File: config.mk
export PLATFORM = sky130hd
export DESIGN_NAME = wt_cache_mem_arbiter
export DESIGN_NICKNAME = d
export VERILOG_FILES = /design/src/rtl/wt_cache_mem_arbiter.sv
export SDC_FILE = /design/constraint.sdc
export NUM_CORES = 1
export LEC_CHECK = 0
export CORE_AREA = 4 4 184 186
export CTS_CLUSTER_DIAMETER = 50
export DETAILED_ROUTE_END_ITERATION = 8
export DIE_AREA = 0 0 188 190
export HOLD_SLACK_MARGIN = 0.02
export SLEW_MARGIN = 20
export SYNTH_ARGS = -nofsm -noshare
export SYNTH_HDL_FRONTEND = slang
export SYNTH_SLANG_ARGS = --single-unit
File: constraint.sdc
create_clock -name clk_i -period 3.13 [get_ports clk_i]
set_clock_uncertainty 0.05 [all_clocks]
set_input_delay 0.626 -clock clk_i [delete_from_list [all_inputs] [get_ports clk_i]]
set_output_delay 0.626 -clock clk_i [all_outputs]
set_load 0.02 [all_outputs]
File: src/rtl/wt_cache_mem_arbiter.sv
// Shares the write-through memory port between icache (src 0) and dcache (src 1),
// locks each grant until acked, alternates round-robin, and routes returns back.
//
// Ports:
//   clk_i, rst_ni       clock, synchronous active-low reset
//   stall_i             blocks new grants from IDLE
//   icache_*            icache request (req/addr/tid) and ack
//   dcache_*            dcache request (req/addr/we/wdata/tid) and ack
//   mem_*               muxed downstream request, mem_tid_o = {src, tid}
//   mem_rtrn_*          downstream return, routed by tid MSB
//   icache/dcache_rtrn_vld_o, rtrn_tid_o, rtrn_data_o   routed return
//   busy_o              grant held or any transaction in flight
module wt_cache_mem_arbiter #(
  parameter int unsigned AddrWidth      = 64,
  parameter int unsigned DataWidth      = 64,
  parameter int unsigned TidWidth       = 2,
  parameter int unsigned MaxOutstanding = 4
) (
  input  logic                 clk_i,
  input  logic                 rst_ni,
  input  logic                 stall_i,
  input  logic                 icache_req_i,
  output logic                 icache_ack_o,
  input  logic [AddrWidth-1:0] icache_addr_i,
  input  logic [TidWidth-1:0]  icache_tid_i,
  input  logic                 dcache_req_i,
  output logic                 dcache_ack_o,
  input  logic [AddrWidth-1:0] dcache_addr_i,
  input  logic                 dcache_we_i,
  input  logic [DataWidth-1:0] dcache_wdata_i,
  input  logic [TidWidth-1:0]  dcache_tid_i,
  output logic                 mem_req_o,
  input  logic                 mem_ack_i,
  output logic [AddrWidth-1:0] mem_addr_o,
  output logic                 mem_we_o,
  output logic [DataWidth-1:0] mem_wdata_o,
  output logic [TidWidth:0]    mem_tid_o,
  input  logic                 mem_rtrn_vld_i,
  input  logic [TidWidth:0]    mem_rtrn_tid_i,
  input  logic [DataWidth-1:0] mem_rtrn_data_i,
  output logic                 icache_rtrn_vld_o,
  output logic                 dcache_rtrn_vld_o,
  output logic [TidWidth-1:0]  rtrn_tid_o,
  output logic [DataWidth-1:0] rtrn_data_o,
  output logic                 busy_o
);

  localparam int unsigned CntWidth = $clog2(MaxOutstanding + 1);
  localparam logic [CntWidth-1:0] CntMax = CntWidth'(MaxOutstanding);

  typedef enum logic [1:0] {
    IDLE,
    LOCK_I,
    LOCK_D
  } state_e;

  state_e state_q, state_d;
  logic                rr_q;
  logic [CntWidth-1:0] icnt_q, dcnt_q;
  logic                i_elig, d_elig;
  logic                sel;
  logic                xfer;
  logic                i_ret, d_ret;
  logic                i_inc, i_dec;
  logic                d_inc, d_dec;

  assign i_elig = icache_req_i & (icnt_q < CntMax);
  assign d_elig = dcache_req_i & (dcnt_q < CntMax);

  always_comb begin
    state_d   = state_q;
    sel       = 1'b0;
    mem_req_o = 1'b0;
    unique case (state_q)
      IDLE: begin
        if (!stall_i && (i_elig || d_elig)) begin
          mem_req_o = 1'b1;
          // rr_q=1 means the dcache is preferred on a tie
          sel = d_elig & (~i_elig | rr_q);
          if (!mem_ack_i) state_d = sel ? LOCK_D : LOCK_I;
        end
      end
      LOCK_I: begin
        mem_req_o = 1'b1;
        if (mem_ack_i) state_d = IDLE;
      end
      LOCK_D: begin
        mem_req_o = 1'b1;
        sel       = 1'b1;
        if (mem_ack_i) state_d = IDLE;
      end
      default: state_d = IDLE;
    endcase
  end

  assign xfer         = mem_req_o & mem_ack_i;
  assign icache_ack_o = xfer & ~sel;
  assign dcache_ack_o = xfer & sel;

  assign mem_addr_o  = sel ? dcache_addr_i : icache_addr_i;
  assign mem_we_o    = sel & dcache_we_i;
  assign mem_wdata_o = sel ? dcache_wdata_i : '0;
  assign mem_tid_o   = {sel, sel ? dcache_tid_i : icache_tid_i};

  assign i_ret = mem_rtrn_vld_i & ~mem_rtrn_tid_i[TidWidth];
  assign d_ret = mem_rtrn_vld_i & mem_rtrn_tid_i[TidWidth];

  assign icache_rtrn_vld_o = i_ret;
  assign dcache_rtrn_vld_o = d_ret;
  assign rtrn_tid_o        = mem_rtrn_tid_i[TidWidth-1:0];
  assign rtrn_data_o       = mem_rtrn_data_i;

  // A return against an empty counter is ignored so the count cannot wrap
  assign i_inc = icache_ack_o;
  assign i_dec = i_ret & (icnt_q != '0);
  assign d_inc = dcache_ack_o;
  assign d_dec = d_ret & (dcnt_q != '0);

  always_ff @(posedge clk_i) begin
    if (!rst_ni) begin
      state_q <= IDLE;
      rr_q    <= 1'b0;
      icnt_q  <= '0;
      dcnt_q  <= '0;
    end else begin
      state_q <= state_d;
      if (xfer) rr_q <= ~sel;
      if (i_inc && !i_dec) icnt_q <= icnt_q + 1'b1;
      else if (i_dec && !i_inc) icnt_q <= icnt_q - 1'b1;
      if (d_inc && !d_dec) dcnt_q <= dcnt_q + 1'b1;
      else if (d_dec && !d_inc) dcnt_q <= dcnt_q - 1'b1;
    end
  end

  always_ff @(posedge clk_i) begin
    if (rst_ni) begin
      assert (!(i_ret && icnt_q == '0))
        else $error("icache return with no transaction in flight");
      assert (!(d_ret && dcnt_q == '0))
        else $error("dcache return with no transaction in flight");
    end
  end

  assign busy_o = (state_q != IDLE) | (icnt_q != '0) | (dcnt_q != '0);

endmodule

==> impl_metrics.py, run 1 <==
metrics = {
    "outcome": {
        "status": "completed",
    },
    "hold_path": {
        "min_from": "state_q[0]",
        "hold_path_depth": 2,
        "hold_path_end": "state_q[0]",
        "hold_class": "reg2reg",
    },
    "synth": {
        "yosys.area.top_type": "mux2_2",
        "yosysMostFrequentCell": "nor2b_1",
        "synthArstFlopShare_pct": 0,
        "syn_area_um2": 2350,
        "ys_types": 24,
        "ys_top_cells_by_count": "71 x nor2b_1, 70 x buf_4, 66 x mux2_2, 11 x buf_2",
        "ys_warn_count": 0,
        "avgSynthCellArea_um2": 8.30,
        "synth_top_area_share_pct": 31.6,
        "synth_ff_type": "dfxtp_1",
        "synth_edf_count": 0,
        "yosysSeqAreaShare_pct": 7.67,
        "ys_ff_latch": 9,
        "syn-instance-count": 283,
        "syn_nets": 561,
        "yosys-top-cells-area": "mux2_2 32%, buf_4 22%, nor2b_1 19%",
    },
    "placement": {
        "place_ws_ps": -589,
        "place.gp.congestion": 0.745,
        "port_buffers": 342,
        "post-place-cells": 1014,
        "dpl.hpwl_um": 13300,
        "place_area_um2": 6010,
    },
    "route": {
        "dr_total_vias": 3069,
        "viasPerCell": 2.98,
        "top_layer": "met4",
        "drc": 0,
        "drt-met1-wl_um": 6620,
        "drtAntennaViolNets": 0,
        "dr.pass1.iters": 4,
        "wl_met2_um": 7210,
        "wl_met3_um": 1610,
        "wirelength_um": 15500,
        "dr.first_iter.drc_count": 89,
        "wire_per_inst_um": 15.0,
    },
    "run": {
        "drv_cap": 0,
    },
    "die": {
        "die_y_um": 190,
        "die_w_um": 188,
        "std_cell_rows": 66,
        "coreArea_um2": 32300,
        "die_area_um2": 35700,
        "start_util_pct": 7.28,
        "ios": 475,
    },
    "grt": {
        "grt_pass1_wl_um": 21000,
        "grt.total_usage_pct": 7.62,
        "grt_max_degree": 32,
        "grt_pass1_vias": 3184,
        "antenna_found_initial": 0,
        "grt.overflow.total": 0,
    },
    "sta": {
        "min_period_ps": 3120,
        "rsz0062_at_grt": "yes",
        "worst_pin_slew_ps": 312,
        "clock.fmax_mhz": 321,
        "fin_crit_sh_pct": 99.6,
        "slew_viol_final": 0,
        "setup-tns-final_ps": 0,
        "fin_worst_hold_slack_ps": 429,
        "max-slew-margin-rel_pct": 79.0,
        "setup_ws_ps": 13.2,
        "finalSetupViolations": 0,
        "hold_viol": 0,
    },
    "clock_network": {
        "clk_pin_slew_ps": 40,
        "clk_path_buf_depth": 2,
        "cts_tree": "done",
        "cts_max_level": 1,
        "hold_buffers": 0,
        "clock-sinks": 9,
        "cts_buffers": 3,
        "clk-insertion-delay-late_ps": 230,
        "clock-root-buffer": "clkbuf_16",
    },
    "worst_setup_path": {
        "worst-r2r-setup-slack_ps": 230,
        "worstSetupStartpointType": "input port",
        "path_class": "in2out",
        "worstReg2RegEnd": "dcnt_q[2]",
        "worstPathMaxFanout": 6,
        "r2r_start": "state_q[0]",
        "crit_arrival_ps": 2440,
        "worst-r2r-cell-count": 15,
        "end_kind": "output port",
        "crit_required_ps": 2450,
    },
    "finish": {
        "area_growth_pct": 160,
        "final_core_util_pct": 18.9,
        "drive_above_1_share_pct": 28.4,
        "nets": 866,
        "diodes": 0,
        "final_area_um2": 6120,
        "stdcell_count": 1029,
    },
    "power": {
        "total_leakage_power_nw": 2.78,
        "power_mw": 3.68,
        "vdd_drop_max_mv": 0.400,
        "p_per_area_nw_per_um2": 602,
    },
}
==> logic make-up after synthesis <==
kind of cell | share of synthesized area, %
compound gates | 3.09
fa+ha+maj | 4.37
simple gates | 24.0
flops | 7.67
mux | 33.8
xor+xnor | 1.49
buf+inv | 25.7
==> cell usage in the layout, fill, tap and decap left out, drive strengths merged, types with 3 or more instances in the layout <==
cell type      netlist  final
dfxtp                9      9
o21ai                4      4
mux2                66     66
dlygate4sd2          0     38
inv                  6      6
nand2                3      3
clkbuf               0     24
ha                   5      5
dlymetal6s2s         0     19
xor2                 4      4
a21oi                3      3
clkdlybuf4s50        0    233
nor2b               71     71
mux2i                5      5
nor2                 9      9
buf                 81     69
==> worst max-delay path, stage by stage <==
cell	delay, ps
buf_6	60
or3b_4	380
a31oi_4	200
buf_12	150
buf_16	130
buf_12	150
buf_16	130
buf_6	90
buf_6	80
mux2_4	290
buf_6	130
==> power breakdown <==
| part | internal (mW) | leakage, nW | switching [mW] |
|---|---|---|---|
| Combinational | 1.69 | 2.66 | 1.55 |
| Clock | 0.169 | 0.0409 | 0.0584 |
| Sequential | 0.166 | 0.0736 | 0.0486 |
| Total | 2.03 | 2.78 | 1.65 |
==> how the worst max path moves through the flow <==
stage,from,cells past startpoint,slack (ps),to
2_1_floorplan,icache_req_i,12,20,icnt_q[2]
5_1_grt,icache_req_i,11,-40,mem_addr_o[42]
4_1_cts,icache_req_i,9,2,mem_addr_o[51]
3_5_place_dp,icache_req_i,12,-590,icnt_q[2]
6_report,icache_req_i,11,10,mem_addr_o[42]
3_3_place_gp,icache_req_i,7,-560,icache_ack_o
==> state kept, by name, summed over array words and instances, names as in the netlist <==
signal,flops
dcnt_q,3
state_q,2
icnt_q,3
rr_q,1
==> layer usage <==
metal | global-route usage (%) | vias up
li1 | - | 1470
met5 | 0 | -
met4 | 0.423 | 0
met1 | 9.71 | 1375
met2 | 12.5 | 222
met3 | 3.41 | 2
==> area by class of cell <==
class / instances / area (um2)
Multi-Input combinational cell: 187 / 1600
Clock inverter: 1 / 5.00
Timing Repair Buffer: 381 / 3680
Fill cell: 3595 / 26200
Sequential cell: 9 / 180
Inverter: 6 / 22.5
Tap cell: 442 / 553
Clock buffer: 3 / 75.1
==> what timing repair did <==
| action | 4_1_cts | 5_1_grt |
|---|---|---|
| pin swaps | 0 | 0 |
| resized for setup | 204 | 62 |
| buffers inserted | 6 | 1 |
| endpoints found under the setup margin | 139 | 61 |
| cloned | 4 | 0 |
Note: power is estimated with default switching activity, not from simulation.
==> run 2, diff against run 1 <==
--- a/config.mk
+++ b/config.mk
@@ -6,11 +6,11 @@
 export NUM_CORES = 1
 export LEC_CHECK = 0
 export CORE_AREA = 4 4 184 186
-export CTS_CLUSTER_DIAMETER = 50
+export CTS_CLUSTER_DIAMETER = 120
 export DETAILED_ROUTE_END_ITERATION = 8
 export DIE_AREA = 0 0 188 190
+export GPL_ROUTABILITY_DRIVEN = 0
 export HOLD_SLACK_MARGIN = 0.02
-export SLEW_MARGIN = 20
 export SYNTH_ARGS = -nofsm -noshare
 export SYNTH_HDL_FRONTEND = slang
 export SYNTH_SLANG_ARGS = --single-unit
==> results of run 2 <==
No change in the layout: final DEF, timing and power equal those of run 1.
